**src/rtl/mem_copy_pkg.sv**
```systemverilog
// mem_copy_pkg: shared widths and FSM state encoding for the copy engine.
// Imported by the interface, the address counter and the top module.
package mem_copy_pkg;

  localparam int DEF_DATA_W = 16;
  localparam int DEF_ADDR_W = 16;
  localparam int DEF_LEN_W  = 8;

  typedef enum logic [2:0] {
    IDLE  = 3'd0,
    READ  = 3'd1,
    WAIT  = 3'd2,
    WRITE = 3'd3,
    DONE  = 3'd4
  } state_t;

endpackage

```
**src/rtl/mem_copy_engine_if.sv**
```systemverilog
// mem_copy_engine_if: single-port data memory bus.
// master: MemRead/MemWrite/MemIn/WriteData out, MemOut in; slave: mirror.
interface mem_copy_engine_if
  import mem_copy_pkg::*;
#(
  parameter int ADDR_W = DEF_ADDR_W,
  parameter int DATA_W = DEF_DATA_W
);

  logic              MemRead;
  logic              MemWrite;
  logic [ADDR_W-1:0] MemIn;
  logic [DATA_W-1:0] WriteData;
  logic [DATA_W-1:0] MemOut;

  modport master (
    output MemRead,
    output MemWrite,
    output MemIn,
    output WriteData,
    input  MemOut
  );

  modport slave (
    input  MemRead,
    input  MemWrite,
    input  MemIn,
    input  WriteData,
    output MemOut
  );

endinterface

```
**src/rtl/mem_copy_addr_ctr.sv**
```systemverilog
// mem_copy_addr_ctr: loadable address incrementer, wraps modulo 2^ADDR_W.
// Ports: clock, reset, load/loadValue, step, value.
module mem_copy_addr_ctr
  import mem_copy_pkg::*;
#(
  parameter int ADDR_W = DEF_ADDR_W
) (
  input  logic              clock,
  input  logic              reset,
  input  logic              load,
  input  logic              step,
  input  logic [ADDR_W-1:0] loadValue,
  output logic [ADDR_W-1:0] value
);

  always_ff @(posedge clock or posedge reset) begin
    if (reset) begin
      value <= '0;
    end else if (load) begin
      value <= loadValue;
    end else if (step) begin
      value <= value + ADDR_W'(1);
    end
  end

endmodule

```
**src/rtl/mem_copy_engine.sv**
```systemverilog
// mem_copy_engine: copies length words src_addr.. -> dst_addr.. forward.
// Ports: clock, reset, start/src_addr/dst_addr/length/fill/fill_value,
// busy/done status, mem (master side of the data memory bus).
// Optional fill mode is compiled in with `define MEM_COPY_FILL_EN.
module mem_copy_engine
  import mem_copy_pkg::*;
#(
  parameter int DATA_W = DEF_DATA_W,
  parameter int ADDR_W = DEF_ADDR_W,
  parameter int LEN_W  = DEF_LEN_W
) (
  input  logic              clock,
  input  logic              reset,
  input  logic              start,
  input  logic [ADDR_W-1:0] src_addr,
  input  logic [ADDR_W-1:0] dst_addr,
  input  logic [LEN_W-1:0]  length,
  input  logic              fill,
  input  logic [DATA_W-1:0] fill_value,
  output logic              busy,
  output logic              done,
  mem_copy_engine_if.master mem
);

  state_t state;
  state_t stateNext;

  logic              loadPtrs;
  logic              stepPtrs;
  logic              startFill;
  logic              fillMode;
  logic [ADDR_W-1:0] srcPtr;
  logic [ADDR_W-1:0] dstPtr;
  logic [LEN_W-1:0]  count;
  logic [DATA_W-1:0] data_q;

`ifdef MEM_COPY_FILL_EN
  assign startFill = fill;

  // Remembers whether the running request skips READ/WAIT.
  always_ff @(posedge clock or posedge reset) begin
    if (reset) begin
      fillMode <= 1'b0;
    end else if (loadPtrs) begin
      fillMode <= startFill;
    end
  end
`else
  logic unusedFill;
  assign unusedFill = fill;
  assign startFill  = 1'b0;
  assign fillMode   = 1'b0;
`endif

  mem_copy_addr_ctr #(
    .ADDR_W(ADDR_W)
  ) uSrcCtr (
    .clock     (clock),
    .reset     (reset),
    .load      (loadPtrs),
    .step      (stepPtrs),
    .loadValue (src_addr),
    .value     (srcPtr)
  );

  mem_copy_addr_ctr #(
    .ADDR_W(ADDR_W)
  ) uDstCtr (
    .clock     (clock),
    .reset     (reset),
    .load      (loadPtrs),
    .step      (stepPtrs),
    .loadValue (dst_addr),
    .value     (dstPtr)
  );

  always_ff @(posedge clock or posedge reset) begin
    if (reset) begin
      state <= IDLE;
    end else begin
      state <= stateNext;
    end
  end

  always_comb begin
    stateNext = state;
    loadPtrs  = 1'b0;
    stepPtrs  = 1'b0;
    unique case (state)
      IDLE: begin
        if (start) begin
          if (length == '0) begin
            stateNext = DONE;
          end else begin
            loadPtrs  = 1'b1;
            stateNext = startFill ? WRITE : READ;
          end
        end
      end
      READ:  stateNext = WAIT;
      WAIT:  stateNext = WRITE;
      WRITE: begin
        stepPtrs = 1'b1;
        if (count == LEN_W'(1)) begin
          stateNext = DONE;
        end else if (fillMode) begin
          stateNext = WRITE;
        end else begin
          stateNext = READ;
        end
      end
      DONE:    stateNext = IDLE;
      default: stateNext = IDLE;
    endcase
  end

  always_ff @(posedge clock or posedge reset) begin
    if (reset) begin
      count <= '0;
    end else if (loadPtrs) begin
      count <= length;
    end else if (stepPtrs) begin
      count <= count - LEN_W'(1);
    end
  end

  // Fill word is captured at start; copy data at the end of WAIT.
  always_ff @(posedge clock or posedge reset) begin
    if (reset) begin
      data_q <= '0;
    end else if (loadPtrs && startFill) begin
      data_q <= fill_value;
    end else if (state == WAIT) begin
      data_q <= mem.MemOut;
    end
  end

  // Outputs decode the state and datapath registers only.
  assign busy          = (state == READ) ||
                         (state == WAIT) ||
                         (state == WRITE);
  assign done          = (state == DONE);
  assign mem.MemRead   = (state == READ);
  assign mem.MemWrite  = (state == WRITE);
  assign mem.MemIn     = (state == WRITE) ? dstPtr : srcPtr;
  assign mem.WriteData = data_q;

endmodule

```
**src/flat_wrapper.sv**
```systemverilog
// flat-port wrapper written by rule: the top's interface ports become plain ports
module mem_copy_engine_flat import mem_copy_pkg::*;
#(
  parameter int DATA_W = DEF_DATA_W,
  parameter int ADDR_W = DEF_ADDR_W,
  parameter int LEN_W  = DEF_LEN_W
)
  (clock, reset, start, src_addr, dst_addr, length, fill, fill_value, busy, done, mem_MemRead, mem_MemWrite, mem_MemIn, mem_WriteData, mem_MemOut);
  mem_copy_engine_if #(.ADDR_W(ADDR_W), .DATA_W(DATA_W)) mem_i ();
  input  logic clock;
  input  logic reset;
  input  logic start;
  input  logic [ADDR_W-1:0] src_addr;
  input  logic [ADDR_W-1:0] dst_addr;
  input  logic [LEN_W-1:0] length;
  input  logic fill;
  input  logic [DATA_W-1:0] fill_value;
  output logic busy;
  output logic done;
  output wire logic [$bits(mem_i.MemRead)-1:0] mem_MemRead;
  output wire logic [$bits(mem_i.MemWrite)-1:0] mem_MemWrite;
  output wire logic [$bits(mem_i.MemIn)-1:0] mem_MemIn;
  output wire logic [$bits(mem_i.WriteData)-1:0] mem_WriteData;
  input wire logic [$bits(mem_i.MemOut)-1:0] mem_MemOut;
  assign mem_MemRead = mem_i.MemRead;
  assign mem_MemWrite = mem_i.MemWrite;
  assign mem_MemIn = mem_i.MemIn;
  assign mem_WriteData = mem_i.WriteData;
  assign mem_i.MemOut = mem_MemOut;
  mem_copy_engine #(.DATA_W(DATA_W), .ADDR_W(ADDR_W), .LEN_W(LEN_W)) u_core (.clock(clock), .reset(reset), .start(start), .src_addr(src_addr), .dst_addr(dst_addr), .length(length), .fill(fill), .fill_value(fill_value), .busy(busy), .done(done), .mem(mem_i));
endmodule
```
**config.mk**
```make
export PLATFORM = sky130hd
export DESIGN_NAME = mem_copy_engine_flat
export DESIGN_NICKNAME = d
export VERILOG_FILES = /design/src/rtl/mem_copy_pkg.sv /design/src/rtl/mem_copy_engine_if.sv /design/src/rtl/mem_copy_addr_ctr.sv /design/src/rtl/mem_copy_engine.sv /design/src/flat_wrapper.sv
export SDC_FILE = /design/constraint.sdc
export NUM_CORES = 1
export LEC_CHECK = 0
export CORE_MARGIN = 2
export CORE_UTILIZATION = 42
export CTS_CLUSTER_DIAMETER = 50
export DETAILED_ROUTE_END_ITERATION = 10
export GPL_TIMING_DRIVEN = 1
export PLACE_DENSITY = 0.77
export SLEW_MARGIN = 20
export SYNTH_ARGS = -nofsm -noshare
export SYNTH_HDL_FRONTEND = slang
export SYNTH_SLANG_ARGS = --single-unit
```
**constraint.sdc**
```tcl
create_clock -name clock -period 2.06 [get_ports clock]
set_input_delay 0.618 -clock clock [delete_from_list [all_inputs] [get_ports clock]]
set_output_delay 0.618 -clock clock [all_outputs]
set_load 0.05 [all_outputs]
```
==> reports/results.tsv <==
metric	value	unit
worstPathArrival	1.74	ns
max_freq	424	MHz
clkSlewWorstSetupHoldPaths	0.07	ns
grtUsageTotal	23.6	%
seq_area_frac_synth	44.0	%
portBuffers	94	
crit_slowest_cell	dfrtp_1	
crit_fanout	9	
max_slew_margin	70.6	%
die_w	93.4	µm
dr.pass1.iters	5	
timing.rr.start	u_core.uDstCtr.value[9]	
crit_chain	nand3b_1, buf_6, and2_4, a21o_4, buf_12	
final_cell_mix	dfrtp_1 (59), clkdlybuf4s50_1 (58), buf_4 (58), nand2_1 (39), o21ai_0 (25)	
cts_buffer_depth	2	
slew_violations	0	
drt-total-wl	10.1	mm
syn_to_final_growth	58.8	%
finalWeightedCongestion	0.879	
fin_skew	0.0123	ns
startpoint_type	flip-flop	
drive_above_1_share	33.3	%
grt_pass1_wl	16.0	mm
setup_viol	17	
vias	3420	
fin_nets	583	
syn_area_per_cell	9.21	µm²
root_buffer	clkbuf_8	
antenna_cells	0	
final.setup.tns	-3.98	ns
grt_overflow	0	
grt_max_degree	25	
detailed_place_hpwl	7.23	mm
fin_crit	2.36	ns
grt_pass1_vias	3262	
io_pins	112	
period_share	114	%
violations	setup timing	
fillers	564	
ir_drop	0.00111	V
drc	0	
cpPeakStageDelay	0.38	ns
coreArea	7730	µm²
numCtsBuffers	9	
ys.flop_type	dfrtp_1	
htreeDepth	3	
worst_pin_slew	0.440	ns
yosysUniqueCellTypes	52	
async_flop_share	100	%
drtIter0Drc	221	
syn_area	3350	µm²
antenna_found_initial	0	
rows	32	
fp.dieH	93.4	µm
final_common_cell	dfrtp_1	
die_area	8710	µm²
hold_path_end	u_core.mem.WriteData[4]	
r2r-end	u_core.uDstCtr.value[15]	
fin_ws	-0.298	ns
critical_path_class	reg2out	
cts_sinks	59	
cts_tree	done	
synthCells	364	
powerDensity	1840	nW/µm²
ff2ff_path_depth	4	
ys_ff_latch	59	
ant_nets	0	
maxCapViolCount	0	
start_util	43.4	%
syn_nets	444	
reg2reg_slack	0.15	ns
grt_setup_unrepaired	true	
required	1.44	ns
hold_class	reg2reg	
finalPower	9.78	mW
whs_path_depth	1	
leakage	2.27	nW
wl_per_cell	16.5	µm
min_from	u_core.mem.WriteData[4]	
worstSkewPairLatency	0.35	ns
end_kind	primary output	
synth_edf_count	0	
final_hold_viol_count	0	
viasPerCell	5.62	
yosys_warnings	0	
status	complete, but fails checks	
[report_power, final]
| part | switching [mW] | total [mW] | internal, mW |
|---|---|---|---|
| logic | 3.52 | 6.43 | 2.92 |
| clock network | 0.463 | 0.988 | 0.525 |
| registers | 0.626 | 2.35 | 1.73 |
| total | 4.60 | 9.78 | 5.17 |
[layout make-up]
type	instances	area, µm²	share of cell area [%]
repair buffers	148	1580	29.7
inverters	10	43.8	0.822
clock buffers	13	169	3.17
well taps	102	128	2.40
clock inverters	2	10.0	0.188
flip-flops and latches	59	1480	27.7
multi-input cells	275	1920	36.0
[sequential cells by signal, summed over array words and instances (netlist names)]
register / cells
u_core.uSrcCtr.value: 16
u_core.state: 3
u_core.count: 8
u_core.uDstCtr.value: 16
u_core.mem.WriteData: 16
[logic make-up after synthesis]
logic type,count (synthesis),synth area share [%]
buffers and inverters,30,4.25
XOR/XNOR,13,3.40
AND/OR/NAND/NOR,162,24.3
flip-flops,59,44.0
multiplexers,23,7.54
AO/OA/AOI/OAI,73,15.0
adder cells (fa/ha/maj),4,1.49
[layer usage]
metal	track usage, %	up-vias	routed length [µm]
met1	31.4	1642	4130
met3	3.55	26	519
met5	0	-	0
met2	38.4	138	5190
li1	-	1614	-
met4	10.0	0	240
[cell usage after synthesis, types with 2 or more instances]
cell type | number | area, µm²
nand3_1 | 20 | 100
a22o_1 | 2 | 17.5
or3_1 | 2 | 12.5
buf_2 | 5 | 25.0
nand2_1 | 70 | 263
nor3b_1 | 2 | 15.0
and2_1 | 5 | 31.3
xor2_1 | 4 | 35.0
buf_4 | 2 | 15.0
xnor2_1 | 9 | 78.8
mux2_2 | 18 | 203
nor3_1 | 12 | 60.1
dfrtp_1 | 59 | 1480
o32ai_1 | 3 | 26.3
or2_2 | 3 | 18.8
o211ai_1 | 8 | 60.1
mux2i_1 | 5 | 50.1
buf_1 | 2 | 7.51
o22ai_1 | 2 | 12.5
a21oi_1 | 7 | 35.0
and4_1 | 3 | 26.3
clkbuf_1 | 8 | 30.0
o21ai_0 | 27 | 135
nor2_1 | 10 | 37.5
a21o_1 | 3 | 22.5
and3_1 | 2 | 12.5
nor4_1 | 8 | 50.1
or4_1 | 8 | 60.1
inv_1 | 10 | 37.5
nand4_1 | 11 | 68.8
a221o_1 | 5 | 50.1
buf_6 | 2 | 22.5
nand2b_1 | 3 | 18.8
ha_1 | 4 | 50.1
o31ai_1 | 3 | 22.5
[worst max path at each step]
stage | slack, ns | cells after the start | from | endpoint
detailed placement | -0.31 | 7 | length[5] | u_core.uDstCtr.value[1]
finish | -0.30 | 5 | u_core.state[2] | mem_MemIn[13]
global placement | -0.31 | 7 | length[5] | u_core.uDstCtr.value[1]
CTS | -0.22 | 5 | u_core.state[2] | mem_MemIn[13]
global route | -0.35 | 5 | u_core.state[2] | mem_MemIn[13]
floorplan | -0.10 | 5 | u_core.state[2] | mem_MemIn[8]
[through the flow]
step / instances / utilization, % / cell area [µm²] / hold WS [ns] / setup slack, ns
after floorplan: 364 / - / 3480 / 0.469 / -0.102
after global placement: 582 / 63.6 / 4920 / 0.492 / -0.308
after detailed placement: 582 / 63.6 / 4920 / 0.496 / -0.308
after CTS: 604 / 67.9 / 5250 / 0.511 / -0.223
final: 609 / 68.9 / 5330 / 0.509 / -0.298
after global routing: 609 / 68.9 / 5330 / 0.527 / -0.354
[critical path: cells and delay by family (launching register included)]
family                 cells  cell delay (ns)
and+or+nand+nor            2             0.46
AOI/OAI and AO/OA          1             0.18
DFF                        1             0.38
buffers and inverters      2             0.36
[what timing repair did]
action	CTS	global route
buffers inserted	7	5
pin swaps	1	2
hold buffers	0	0
resized for setup	29	13
endpoints found under the setup margin	17	26
(Power assumes the default switching activity.)
